`config.mk`:
```
export PLATFORM = sky130hd
export DESIGN_NAME = digct_sink
export DESIGN_NICKNAME = d
export VERILOG_FILES = /design/src/rtl/digct_pkg.sv /design/src/rtl/digct_filt.sv /design/src/rtl/digct_sink.sv
export SDC_FILE = /design/constraint.sdc
export NUM_CORES = 1
export LEC_CHECK = 0
export CORE_UTILIZATION = 56
export CTS_CLUSTER_SIZE = 8
export DETAILED_ROUTE_END_ITERATION = 10
export GPL_TIMING_DRIVEN = 0
export PLACE_DENSITY_LB_ADDON = 0.1
export SYNTH_ARGS = -nofsm -noshare
export SYNTH_HDL_FRONTEND = slang
export SYNTH_SLANG_ARGS = --single-unit
```
`constraint.sdc`:
```
create_clock -name CLK -period 2.6 [get_ports CLK]
set_input_delay 0.26 -clock CLK [delete_from_list [all_inputs] [get_ports CLK]]
set_output_delay 0.26 -clock CLK [all_outputs]
set_load 0.005 [all_outputs]
```
`src/rtl/digct_pkg.sv`:
```
// Shared types for the DigCt receive path: measurement FSM states and read-select codes.
package digct_pkg;

    typedef enum logic [1:0] {
        ST_IDLE = 2'd0,
        ST_RUN  = 2'd1,
        ST_DONE = 2'd2
    } state_e;

    typedef enum logic [1:0] {
        SEL_B0  = 2'd0,
        SEL_B1  = 2'd1,
        SEL_B2  = 2'd2,
        SEL_OVF = 2'd3
    } rd_sel_e;

    localparam int NBITS = 3;

endpackage

```
`src/rtl/digct_filt.sv`:
```
// One DigCt bit: 2-flop synchroniser, FILT-cycle persistence filter, rising-edge detector.
module digct_filt #(
    parameter int FILT = 2
) (
    input  logic clk,
    input  logic rst_n,
    input  logic in_async,
    output logic rise
);

    localparam int CW = $clog2(FILT + 1);

    logic          sync1_q, sync1_d;
    logic          sync2_q, sync2_d;
    logic          filt_q, filt_d;
    logic          filt_dly_q, filt_dly_d;
    logic [CW-1:0] cnt_q, cnt_d;

    always_comb begin
        sync1_d    = in_async;
        sync2_d    = sync1_q;
        filt_d     = filt_q;
        filt_dly_d = filt_q;
        cnt_d      = '0;
        // The flip happens on the cycle the counter would reach FILT.
        if (sync2_q != filt_q) begin
            if (cnt_q == CW'(FILT - 1)) begin
                filt_d = ~filt_q;
            end else begin
                cnt_d = cnt_q + 1'b1;
            end
        end
    end

    always_ff @(posedge clk) begin
        if (!rst_n) begin
            sync1_q    <= 1'b0;
            sync2_q    <= 1'b0;
            filt_q     <= 1'b0;
            filt_dly_q <= 1'b0;
            cnt_q      <= '0;
        end else begin
            sync1_q    <= sync1_d;
            sync2_q    <= sync2_d;
            filt_q     <= filt_d;
            filt_dly_q <= filt_dly_d;
            cnt_q      <= cnt_d;
        end
    end

    assign rise = filt_q & ~filt_dly_q;

endmodule

```
`src/rtl/digct_sink.sv`:
```
// DigCt receive end: per-bit edge counting over a programmable window, with a
// one-cycle request/acknowledge read port for the host.
module digct_sink
    import digct_pkg::*;
#(
    parameter int CNT_W = 8,
    parameter int FILT  = 2,
    parameter int WIN_W = 16
) (
    input  logic             CLK,
    input  logic             RST_N,
    input  logic [2:0]       IN_SIG,
    input  logic             START,
    input  logic [WIN_W-1:0] WIN_LEN,
    input  logic             RD_REQ,
    input  logic [1:0]       RD_SEL,
    output logic             RD_ACK,
    output logic [CNT_W-1:0] RD_DATA,
    output logic             BUSY,
    output logic             DONE,
    output logic [2:0]       OVF
);

    localparam logic [CNT_W-1:0] CNT_MAX = '1;

    logic [NBITS-1:0]            rise;
    state_e                      state_q, state_d;
    logic [WIN_W-1:0]            win_q, win_d;
    logic [NBITS-1:0][CNT_W-1:0] cnt_q, cnt_d;
    logic [NBITS-1:0]            ovf_q, ovf_d;
    logic                        rd_ack_q, rd_ack_d;
    logic [CNT_W-1:0]            rd_data_q, rd_data_d;

    for (genvar g = 0; g < NBITS; g++) begin : g_filt
        digct_filt #(.FILT(FILT)) u_filt (
            .clk      (CLK),
            .rst_n    (RST_N),
            .in_async (IN_SIG[g]),
            .rise     (rise[g])
        );
    end

    always_comb begin
        state_d = state_q;
        win_d   = win_q;
        cnt_d   = cnt_q;
        ovf_d   = ovf_q;
        case (state_q)
            ST_IDLE, ST_DONE: begin
                if (START) begin
                    cnt_d = '0;
                    ovf_d = '0;
                    if (WIN_LEN == '0) begin
                        state_d = ST_DONE;
                    end else begin
                        state_d = ST_RUN;
                        win_d   = WIN_LEN;
                    end
                end
            end
            ST_RUN: begin
                win_d = win_q - 1'b1;
                if (win_q == WIN_W'(1)) begin
                    state_d = ST_DONE;
                end
                for (int i = 0; i < NBITS; i++) begin
                    if (rise[i]) begin
                        if (cnt_q[i] == CNT_MAX) begin
                            ovf_d[i] = 1'b1;
                        end else begin
                            cnt_d[i] = cnt_q[i] + 1'b1;
                        end
                    end
                end
            end
            default: state_d = ST_IDLE;
        endcase
    end

    // Read data captures pre-update values so a read never sees its own cycle's increment.
    always_comb begin
        rd_ack_d  = RD_REQ;
        rd_data_d = rd_data_q;
        if (RD_REQ) begin
            case (rd_sel_e'(RD_SEL))
                SEL_B0:  rd_data_d = cnt_q[0];
                SEL_B1:  rd_data_d = cnt_q[1];
                SEL_B2:  rd_data_d = cnt_q[2];
                SEL_OVF: rd_data_d = {{(CNT_W-NBITS){1'b0}}, ovf_q};
                default: rd_data_d = '0;
            endcase
        end
    end

    always_ff @(posedge CLK) begin
        if (!RST_N) begin
            state_q   <= ST_IDLE;
            win_q     <= '0;
            cnt_q     <= '0;
            ovf_q     <= '0;
            rd_ack_q  <= 1'b0;
            rd_data_q <= '0;
        end else begin
            state_q   <= state_d;
            win_q     <= win_d;
            cnt_q     <= cnt_d;
            ovf_q     <= ovf_d;
            rd_ack_q  <= rd_ack_d;
            rd_data_q <= rd_data_d;
        end
    end

    assign BUSY    = (state_q == ST_RUN);
    assign DONE    = (state_q == ST_DONE);
    assign OVF     = ovf_q;
    assign RD_ACK  = rd_ack_q;
    assign RD_DATA = rd_data_q;

endmodule

```
==> results.txt, run 1 <==
The run finished with clean final reports. At the placement stage, the worst setup path has a slack of 0.231 ns. TritonCTS built the clock tree.

The internal power of the cells came out at 1.77 mW. The final worst slack is 0.171 ns. The number of buffers added by the clock tree synthesis step came out at 9.

The total wire length is 7920 um. In this design, the stage delay of the slowest critical-path cell is 0.55 ns. The wire length per cell after detailed routing came out at 15.5 um. The number of antenna violations at the first check in global routing came out at 0. The cell at the slowest stage of the critical path is clkdlybuf4s50_1. The number of port buffers came out at 36.

The number of vias per cell is 6.00. The final setup TNS came out at 0 ns. The wire-length estimate of the detail-placed layout is 5740 um. Yosys attributes the largest share of cell area to dfxtp_1 42%, nor2_1 7.2%, a21oi_1 4.4%. The proportion of register bits with asynchronous set or reset after synthesis is 0. The share of the yosys chip area belonging to registers came out at 0.422. For this run, design rule violations remaining after detail routing come to 0. The top cell type by total area after synthesis is dfxtp_1.

The synthesized netlist occupies a cell area of 3420 um^2. The critical path class is flop to output port. Of the cells placed in the final design, the portion with a size suffix greater than 1 is 0.0803.

The peak supply drop is 434 uV. After the last flow step, the layout net total stands at 464. The worst hold path belongs to the class flop to flop.

At the pin with the least slew margin, the transition time is 0.720 ns. The worst-case headroom to the max-slew limit is 0.516. Data on the critical path is required at its endpoint by approximately 2.3 ns. Measured along the y axis, the die boundary spans 80.1 um. The global routing met3 resource utilization is 0.0580.

The die covers 6420 um^2. The tree is rooted in a clkbuf_8. The global routing stage identified its most utilized layer as met2. 39 I/O pins were placed. The total core area came out at between 5000 and 6000 um^2. The worst setup path is captured at an output port. The share of total power in sequential cells is 0.489. In this run the post-CTS setup repair buffer count came out at 0. The share of Yosys cell area claimed by the top area cell type came out at 0.422. The met1 usage in global routing is 0.372. Counting both buffers and inverters, the worst setup path holds a total of 3. The number of vias after detailed routing came out at 3067.

The H-tree generated during clock tree synthesis spans 3 levels. The clock-pin transition on the worst setup and hold timing paths is 0.08 ns. The clock network fraction of design power is 0.365. The power share of the combinational group is 0.146. The residual antenna-violating net count after detailed routing is 0. For this design the total switching power over the nets is 654 uW. The ratio of total power to cell area came out at 594 nW/um^2.

The sink count of the clock tree is 72. For this run, the total global-route usage over all layers was measured as 0.268. The number of max-capacitance violations reported is 0. Yosys mapped a number of flops with a built-in enable equal to 0.

The number of hold buffers added after CTS was 0. The share of the clock period used by the worst path after layout is 0.934. STA classifies the critical path startpoint as a flop.

The top flip-flop cell by instance count after synthesis is dfxtp_1. Measured on the finished design, the core utilization comes to 0.688. The final-report max-slew violation count came out at 0. Across the routed clock network, the largest skew measured is 0.0101 ns. The Yosys step of the flow raised 0 warnings. The first global-routing pass estimated ~13000 um of wire. The shortest period the worst path allows came out at 2.43 ns. The fill cell total of the finished layout came out at 510. The highest net fanout along the worst path is 14. Synthesis handed over a netlist of 385 instances.

The synthesized netlist contains 61 unique library cells. Setup violations remaining at the end of the flow were counted as 0. For this design the static power due to leakage is around 1.4 nW. The clock insertion delay at the later pin of the skew report came out at 0.35 ns. The number of synthesized register bits is 72.

The width of the chip is 80.1 um. In this run the core area contains 28 standard-cell rows. The via count of the first global-routing pass was 2785.

The number of nets in the synthesized netlist is 418. The number of inserted diodes came out at 0. In the global route stage, met2 resource usage came out at 0.402. The synthesis-to-finish area growth came out at 19.1%. After the first detailed-routing iteration, the DRC count stood at 208. The number of iterations in the first detailed-routing pass is 7. The kind of cell adding the most delay to the critical path is buffers and inverters. The fraction of power spent switching nets is 0.270. The data arrival time of the worst path is 2.17 ns. The mean instance size in the synthesized netlist came out at 8.88 um^2. Counting along the longest clock path gives a buffer depth of 2. The number of hold-slack violations in the final timing report came to 0. Setup repair after global routing left no endpoint under its margin. The critical path goes through nand2b_1 -> buf_2 -> clkinvlp_4 -> clkdlybuf4s50_1. The initial cell density of the core is 0.578. The total congestion overflow after global routing is 0.

Entering global routing, the biggest net connects 15 pins. The fmax is 412 MHz. The congestion estimate from routability-driven global placement came to about 0.92.
==> flip-flops by register name, summed over array words and instances (netlist names) <==
name,cells
win_q,16
RD_ACK,1
g_filt.u_filt.sync2_q,3
g_filt.u_filt.filt_dly_q,3
OVF,3
state_q,2
g_filt.u_filt.cnt_q,6
RD_DATA,8
cnt_q,24
g_filt.u_filt.sync1_q,3
g_filt.u_filt.filt_dly_d,3
==> worst reg2reg max path, delay by kind of cell (launching register included) <==
kind                   cells  cell delay (ns)
AO/OA/AOI/OAI              2             0.81
buffers and inverters      2             0.67
flip-flops                 1             0.40
AND/OR/NAND/NOR            2             0.32
==> cell families (layout without fill, tap and decap cells) <==
kind of cell,after synthesis,after routing,synth area share
compound gates,74,74,0.146
xor+xnor,20,20,0.0512
fa+ha+maj,8,8,0.0293
buf+inv,25,76,0.0304
flops,72,72,0.422
mux,16,16,0.0578
simple gates,170,170,0.263
==> layer usage <==
metal,vias to the layer above,part of all wire
met1,1472,0.48
met5,-,0
met3,15,0.047
met4,0,0.020
li1,1488,-
met2,92,0.45
==> placed cells by master, fill, tap and decap left out, drive strengths merged, types with 4 or more instances in the layout <==
cell type and count:
a211oi 7, a21oi 31, a22oi 4, and2 10
and3 5, buf 4, clkbuf 22, clkdlybuf4s50 36
dfxtp 72, ha 8, inv 8, mux2i 13
nand2 17, nand3 20, nand4 6, nor2 67
nor2b 4, nor3 10, nor4 8, o21ai 8
or3 4, or4 5, xnor2 10, xor2 10
==> worst paths after layout <==
path                            cells after the start  slack, ns                      start                   endpoint
worst max-delay path                                4       0.17                 state_q[1]                       BUSY
worst max register to register                      6       0.30                 state_q[1]                  win_q[15]
worst min-delay path                                1       0.42  g_filt[1].u_filt.cnt_q[0]  g_filt[1].u_filt.cnt_q[0]
worst min register to register                      1       0.42  g_filt[1].u_filt.cnt_q[0]  g_filt[1].u_filt.cnt_q[0]
==> final cells by class <==
cell class | count | area (um^2) | share of cell area
sequential | 72 | 1440 | 0.354
timing repair buffer | 36 | 360 | 0.0885
inverter | 9 | 37.5 | 0.00922
clock inverter | 5 | 56.3 | 0.0138
clock buffer | 11 | 141 | 0.0347
multi-input combinational | 288 | 1870 | 0.460
buffer | 15 | 66.3 | 0.0163
tap | 75 | 93.8 | 0.0230
==> power groups by stage <==
| stage | clock, mW | combinational [mW] | sequential [mW] |
|---|---|---|---|
| after CTS | 0.902 | 0.349 | 1.18 |
| final | 0.884 | 0.354 | 1.18 |
| after floorplan | 0 | 0.237 | 1.20 |
| after detailed placement | 0 | 0.349 | 1.21 |
| after global placement | 0 | 0.343 | 1.20 |
| after global routing | 0.954 | 0.387 | 1.19 |
==> synthesized netlist by cell type (all sizes together), types with 2 or more instances <==
cell type  number
o211ai          3
o2111a          2
nand4           6
and2           10
nor4            8
nand2          17
a211oi          7
nor3           10
nand4bb         2
nand3          20
or3             4
a22oi           4
nor2b           4
o21bai          2
nand2b          2
and3            5
mux2i          13
clkbuf         11
or4             5
a221oi          2
inv             9
xnor2          10
a21oi          31
nor4b           2
mux4            3
o21ai           8
dfxtp          72
and4            2
xor2           10
nor2           67
a31oi           2
buf             5
o311ai          2
ha              8
==> repair_timing <==
action	4_1_cts	5_1_grt
resized for setup	0	1
hold endpoints to repair	0	0
endpoints found under the setup margin	1	1
==> through the flow <==
stage / power [mW] / instances / cell area (um^2) / hold WS, ns
floorplan: 1.43 / 385 / 3420 / 0.387
finish: 2.42 / 511 / 4070 / 0.423
detailed placement: 1.56 / 496 / 3870 / 0.416
global route: 2.53 / 511 / 4070 / 0.442
CTS: 2.43 / 511 / 4070 / 0.427
global placement: 1.55 / 496 / 3870 / 0.405
Note: power is estimated with default switching activity, not from simulation.
==> inputs of run 2 (changes only) <==
--- a/config.mk
+++ b/config.mk
@@ -8,6 +8,7 @@
 export CORE_UTILIZATION = 56
 export CTS_CLUSTER_SIZE = 8
 export DETAILED_ROUTE_END_ITERATION = 10
+export GPL_ROUTABILITY_DRIVEN = 0
 export GPL_TIMING_DRIVEN = 0
 export PLACE_DENSITY_LB_ADDON = 0.1
 export SYNTH_ARGS = -nofsm -noshare
==> results of run 2 <==
Final layout, timing and power as in run 1 (identical DEF).
